File: src/rtl/voice_increment_scheduler.sv
// Multi-voice sample-address scheduler: one voice advanced per cycle on each sample_clk frame.
// Build option VOICE_LOOP_EN: a voice whose note_gate is held restarts instead of retiring.
//
// state      | meaning
// WAIT_START | after reset, waiting for init; sample_clk edges ignored
// IDLE       | waiting for a sample_clk rising edge
// LOAD       | pending voices restart at address 0
// SCAN       | voice idx advanced or retired this cycle
// FRAME      | end-of-frame pulse
module voice_increment_scheduler #(
    parameter int NUM_VOICES = 4,
    parameter int ADDR_W     = 16,
    parameter int LEN_W      = 16,
    localparam int IDX_W     = (NUM_VOICES > 1) ? $clog2(NUM_VOICES) : 1
) (
    input  logic                         Clk,
    input  logic                         Reset,
    input  logic                         init,
    input  logic                         sample_clk,
    input  logic [NUM_VOICES-1:0]        note_on,
    input  logic [NUM_VOICES*LEN_W-1:0]  note_len,
    input  logic [NUM_VOICES*ADDR_W-1:0] note_step,
    input  logic [NUM_VOICES-1:0]        note_gate,
    output logic [NUM_VOICES*ADDR_W-1:0] voice_addr,
    output logic [NUM_VOICES-1:0]        voice_active,
    output logic                         incr,
    output logic [IDX_W-1:0]             incr_voice,
    output logic [NUM_VOICES-1:0]        note_done,
    output logic                         frame_done,
    output logic                         overrun
);

    typedef enum logic [2:0] {WAIT_START, IDLE, LOAD, SCAN, FRAME} state_t;

    localparam logic [IDX_W-1:0] LAST_IDX = IDX_W'(NUM_VOICES - 1);

    state_t           state;
    logic [IDX_W-1:0] idx;
    logic             sclk_q;
    logic             sclk_edge;

    logic [ADDR_W-1:0] addr_q     [NUM_VOICES];
    logic [ADDR_W-1:0] step_q     [NUM_VOICES];
    logic [ADDR_W-1:0] stage_step [NUM_VOICES];
    logic [LEN_W-1:0]  len_q      [NUM_VOICES];
    logic [LEN_W-1:0]  rem_q      [NUM_VOICES];
    logic [LEN_W-1:0]  stage_len  [NUM_VOICES];
    logic [NUM_VOICES-1:0] active_q;
    logic [NUM_VOICES-1:0] pending;
    logic [NUM_VOICES-1:0] loaded;

    logic scan_live;
    logic at_end;
    logic do_incr;
    logic do_loop;
    logic do_retire;

    always_ff @(posedge Clk) sclk_q <= sample_clk;

    assign sclk_edge = sample_clk & ~sclk_q;

    always_ff @(posedge Clk) begin
        if (Reset) begin
            state   <= WAIT_START;
            idx     <= '0;
            overrun <= 1'b0;
        end else begin
            if (init)
                overrun <= 1'b0;
            // Edges that land mid-frame are dropped, never queued.
            if (sclk_edge && (state == LOAD || state == SCAN || state == FRAME))
                overrun <= 1'b1;
            case (state)
                WAIT_START: if (init) state <= IDLE;
                IDLE:       if (sclk_edge) state <= LOAD;
                LOAD: begin
                    state <= SCAN;
                    idx   <= '0;
                end
                SCAN: begin
                    if (idx == LAST_IDX)
                        state <= FRAME;
                    else
                        idx <= idx + IDX_W'(1);
                end
                FRAME:      state <= IDLE;
                default:    state <= WAIT_START;
            endcase
        end
    end

    // rem_q counts the samples still to be advanced; zero means end of length.
    assign scan_live = (state == SCAN) && !Reset && active_q[idx] && !loaded[idx];
    assign at_end    = scan_live && (rem_q[idx] == '0);
    assign do_incr   = scan_live && (rem_q[idx] != '0);
`ifdef VOICE_LOOP_EN
    assign do_loop   = at_end && note_gate[idx];
`else
    logic unused_gate;
    assign unused_gate = ^note_gate;
    assign do_loop     = 1'b0;
`endif
    assign do_retire = at_end && !do_loop;

    always_ff @(posedge Clk) begin
        if (Reset) begin
            for (int i = 0; i < NUM_VOICES; i++) begin
                addr_q[i]     <= '0;
                step_q[i]     <= '0;
                stage_step[i] <= '0;
                len_q[i]      <= '0;
                rem_q[i]      <= '0;
                stage_len[i]  <= '0;
            end
            active_q <= '0;
            pending  <= '0;
            loaded   <= '0;
        end else begin
            for (int i = 0; i < NUM_VOICES; i++) begin
                if (note_on[i]) begin
                    stage_len[i]  <= (note_len[i*LEN_W +: LEN_W] == '0) ? LEN_W'(1)
                                                                        : note_len[i*LEN_W +: LEN_W];
                    stage_step[i] <= note_step[i*ADDR_W +: ADDR_W];
                end
            end
            if (state == LOAD) begin
                pending <= note_on;
                loaded  <= pending;
                for (int i = 0; i < NUM_VOICES; i++) begin
                    if (pending[i]) begin
                        addr_q[i]   <= '0;
                        len_q[i]    <= stage_len[i];
                        step_q[i]   <= stage_step[i];
                        rem_q[i]    <= stage_len[i] - LEN_W'(1);
                        active_q[i] <= 1'b1;
                    end
                end
            end else begin
                pending <= pending | note_on;
            end
            if (do_incr) begin
                addr_q[idx] <= addr_q[idx] + step_q[idx];
                rem_q[idx]  <= rem_q[idx] - LEN_W'(1);
            end
            if (do_loop) begin
                addr_q[idx] <= '0;
                rem_q[idx]  <= len_q[idx] - LEN_W'(1);
            end
            if (do_retire)
                active_q[idx] <= 1'b0;
        end
    end

    for (genvar g = 0; g < NUM_VOICES; g++) begin : g_addr
        assign voice_addr[g*ADDR_W +: ADDR_W] = addr_q[g];
    end

    assign voice_active = active_q;
    assign incr         = do_incr;
    assign incr_voice   = do_incr ? idx : '0;
    assign frame_done   = (state == FRAME) && !Reset;

    always_comb begin
        note_done = '0;
        if (do_retire)
            note_done[idx] = 1'b1;
    end

endmodule

File: config.mk
export PLATFORM = sky130hd
export DESIGN_NAME = voice_increment_scheduler
export DESIGN_NICKNAME = d
export VERILOG_FILES = /design/src/rtl/voice_increment_scheduler.sv
export SDC_FILE = /design/constraint.sdc
export NUM_CORES = 1
export LEC_CHECK = 0
export CORE_AREA = 4 4 185 187
export CTS_BUF_LIST = sky130_fd_sc_hd__clkbuf_8 sky130_fd_sc_hd__clkbuf_16
export CTS_CLUSTER_DIAMETER = 200
export CTS_CLUSTER_SIZE = 24
export DETAILED_ROUTE_END_ITERATION = 16
export DIE_AREA = 0 0 189 191
export PLACE_DENSITY = 0.83
export SKIP_CTS_REPAIR_TIMING = 1
export SYNTH_ARGS = -nofsm -noshare
export SYNTH_HDL_FRONTEND = slang
export SYNTH_SLANG_ARGS = --single-unit
File: constraint.sdc
create_clock -name Clk -period 5.4 [get_ports Clk]
set_clock_uncertainty 0.15 [all_clocks]
set_input_delay 0.54 -clock Clk [delete_from_list [all_inputs] [get_ports Clk]]
set_output_delay 0.54 -clock Clk [all_outputs]
set_load 0.02 [all_outputs]
==> results.md <==
- Outcome: finished clean
- Switching pwr: 1.383 mW
- Remaining global-route overflow: 0
- DIE AREA: 0.03610 mm²
- Setup repair after global routing missed its margin: no
- Cell accounting for the most synthesized area: sky130_fd_sc_hd__edfxtp_1
- Number of nets produced by synthesis: 1377
- Sink Count: 341
- Starting density of the core: 0.4979
- Area share of the largest cell type after synthesis: 0.5947
- Worst-Skew Late Latency: 520 ps
- TNS Setup: 0 ps
- Internal reg-to-reg setup slack: 1070 ps
- Most instantiated library cell after synthesis: sky130_fd_sc_hd__edfxtp_1
- Via count of the first global-routing pass: 10560
- Horiz. Die Dim: 189 µm
- Capture instance of the worst register-to-register path: addr_q[3][10]
- Leading register cell type out of synthesis: sky130_fd_sc_hd__edfxtp_1
- R2R cell count: 10
- Time the worst path needs with I/O delays and setup: 4804 ps
- Total power per unit cell area: 285.5 mW/mm²
- Total of buffers placed on input and output ports: 212
- Crit share post-route: 0.8897
- Fraction of power spent switching nets: 0.2527
- WL per Instance: 21.62 µm
- Clock Tree Buf Depth: 3
- Number of CTS-inserted buffers: 18
- Vert. Die Dim: 191 µm
- Pin count of the biggest net entering global routing: 49
- Startpoint-to-endpoint class of the critical path: reg2out
- Required time at the endpoint of the critical path: 4710 ps
- # nets final: 1563
- Final non-filler cell total: 1852
- Total length of routed wires: 40040 µm
- Initial antenna violation count: 2
- Tightest Pin Transition: 1111 ps
- Worst Setup End Kind: output pin
- Relative contribution of combinational cells to total power: 0.147
- Cell Rows: 66
- Proportion of power drawn by flip-flops and latches: 0.586
- Wire length of the first global-routing pass: 60460 µm
- Overall Global Routing Usage: 0.2146
- Setup crit end: note_done[2]
- DP HPWL: 28960 µm
- Internal Dissipation: 4.092 mW
- Class of the tightest hold or removal check: reg2reg
- Highest net fanout along the worst path: 31
- Final Max Slew Viols: 0
- Number of vias per cell: 5.814
- Worst slack at placement: 1061 ps
- Share of the core filled with cells: 0.5909
- Seq/Total Area, Yosys: 0.6207
- Top-level I/O count: 217
- Number of endpoints failing setup at the final stage: 0
- Layout-stage area growth over the synthesis result: 18.68%
- Fraction of final layout cells with drive strength greater than 1: 0.06742
- TritonCTS clock tree: built
- Remaining antenna violation count: 0
- Dpl cells: 1819
- Post-synthesis register bit count: 341
- Total number of vias: 10770
- Number of hold-slack violations in the final timing report: 0
- Peak supply drop: 0.1777 mV
- Yosys Warn Count: 0
- Leakage power: 7.010 nW
- Number of DRC violations after detailed-routing iteration 0: 1025
- Number of enable flip-flop cells after synthesis: 320
- Commonest cells in the synthesized netlist: sky130_fd_sc_hd__edfxtp_1, sky130_fd_sc_hd__nor2_1, sky130_fd_sc_hd__and2_1, sky130_fd_sc_hd__and3_1, sky130_fd_sc_hd__o22ai_1
- Post-synthesis cell count: 1211
- Post-Syn Area per Cell: 13.34 µm²
- Share of synthesized flip-flops with an asynchronous set or reset: 0
- Kind of launch point of the worst setup path: register
- Maxcap violations: 0
- Worst max-slew margin expressed relative to the limit: 0.2579
- Number of distinct library cells after synthesis: 60
- Area contributors post-synth: sky130_fd_sc_hd__edfxtp_1, sky130_fd_sc_hd__mux4_2, sky130_fd_sc_hd__and2_1
- Core region area: 0.03245 mm²
- Gp weighted congestion: 0.9098
- Crit path setup slack, layout: 595.6 ps
- Total standard cell area after synthesis: 0.01616 mm²
- Proportion of power drawn by the clock network: 0.267
- Clock Tree Root: sky130_fd_sc_hd__clkbuf_16
- Clock slew at reported path FFs: 90 ps
- Drc violations: 0
- Htree depth: 1
- Max frequency: 208.1 MHz
- Detailed Routing Iterations Pass 1: 5
- Arrival time at the worst endpoint: 4110 ps
==> layer usage <==
layer	wire, µm	track usage	vias to the layer above
li1	-	-	4928
met4	992	0.05605	4
met5	22	0	-
met3	4059	0.04638	72
met1	16320	0.3018	5222
met2	18640	0.3443	541
==> per-stage QoR <==
step / power [mW] / hold slack [ps] / instance area [µm²]
2_1_floorplan: 3.702 / 272.4 / 16160
5_1_grt: 5.671 / 325.3 / 19180
6_report: 5.476 / 298.4 / 19180
3_3_place_gp: 4.024 / 281.5 / 18640
4_1_cts: 5.480 / 301.8 / 19180
3_5_place_dp: 4.056 / 286.7 / 18640
==> cell families (layout without fill, tap and decap cells) <==
logic type | after synthesis | in the layout | share of synthesized area
simple gates | 490 | 490 | 0.1645
flops | 341 | 341 | 0.6207
compound gates | 142 | 142 | 0.05807
buf+inv | 82 | 280 | 0.02424
xor+xnor | 81 | 81 | 0.04390
mux | 49 | 49 | 0.06798
fa+ha+maj | 26 | 26 | 0.02060
other cells | 0 | 1 | 0
==> how the worst min path moves through the flow <==
| stage | depth (start not counted) | slack [ps] | from | endpoint |
|---|---|---|---|---|
| after floorplan | 2 | 270 | loaded[0] | loaded[0] |
| after global placement | 2 | 280 | loaded[3] | loaded[3] |
| after detailed placement | 2 | 290 | loaded[2] | loaded[2] |
| after CTS | 2 | 300 | loaded[3] | loaded[3] |
| after global routing | 2 | 330 | loaded[2] | loaded[2] |
| final | 2 | 300 | loaded[1] | loaded[1] |
==> power by group through the flow <==
stage	registers, mW	clock network, mW	logic, mW
2_1_floorplan	3.23	0	0.471
3_3_place_gp	3.25	0	0.774
3_5_place_dp	3.26	0	0.793
6_report	3.21	1.46	0.804
5_1_grt	3.23	1.58	0.865
4_1_cts	3.21	1.47	0.800
==> worst max-delay path, stage by stage, from the launching register on <==
cell                              delay [ps]
sky130_fd_sc_hd__dfxtp_4                 750
sky130_fd_sc_hd__mux4_1                  700
sky130_fd_sc_hd__or3_1                   430
sky130_fd_sc_hd__or2_4                   280
sky130_fd_sc_hd__nor3_4                  260
sky130_fd_sc_hd__nand4_4                 240
sky130_fd_sc_hd__nor2_1                  270
sky130_fd_sc_hd__clkdlybuf4s50_1         650
==> flip-flops by register name, summed over array words and instances, names as in the netlist, named ones only <==
name,count
overrun,1
idx,2
step_q,64
stage_len,64
rem_q,64
sclk_q,1
voice_active,4
loaded,4
state,3
pending,4
stage_step,64
addr_q,64
==> cell type report <==
class / instances / area, µm²
Fill cell: 2451 / 13280
Timing Repair Buffer: 224 / 2212
Multi-Input combinational cell: 788 / 5746
Sequential cell: 341 / 10030
Clock buffer: 19 / 475.5
Clock inverter: 13 / 65.06
Antenna cell: 1 / 2.502
Inverter: 24 / 90.09
Tap cell: 442 / 553.0
==> placed cells by master, fill, tap and decap left out, drive strengths merged, types with 3 or more instances in the layout <==
cell type,instances
o21ai,9
edfxtp,320
nand3,14
xnor2,57
inv,37
nand4,3
and2,109
ha,25
and4,3
nor3b,3
o22ai,63
a21o,10
nor2,124
and3,83
nor2b,10
a32oi,3
dfxtp,21
nand2b,18
o21a,6
clkdlybuf4s50,212
xor2,24
or2,8
a41oi,6
buf,12
or3,4
nand2,49
o21bai,4
mux4,47
or4,5
a21oi,21
clkbuf,19
nor3,24
nor4,31
Power figures use the tool's default switching activity.
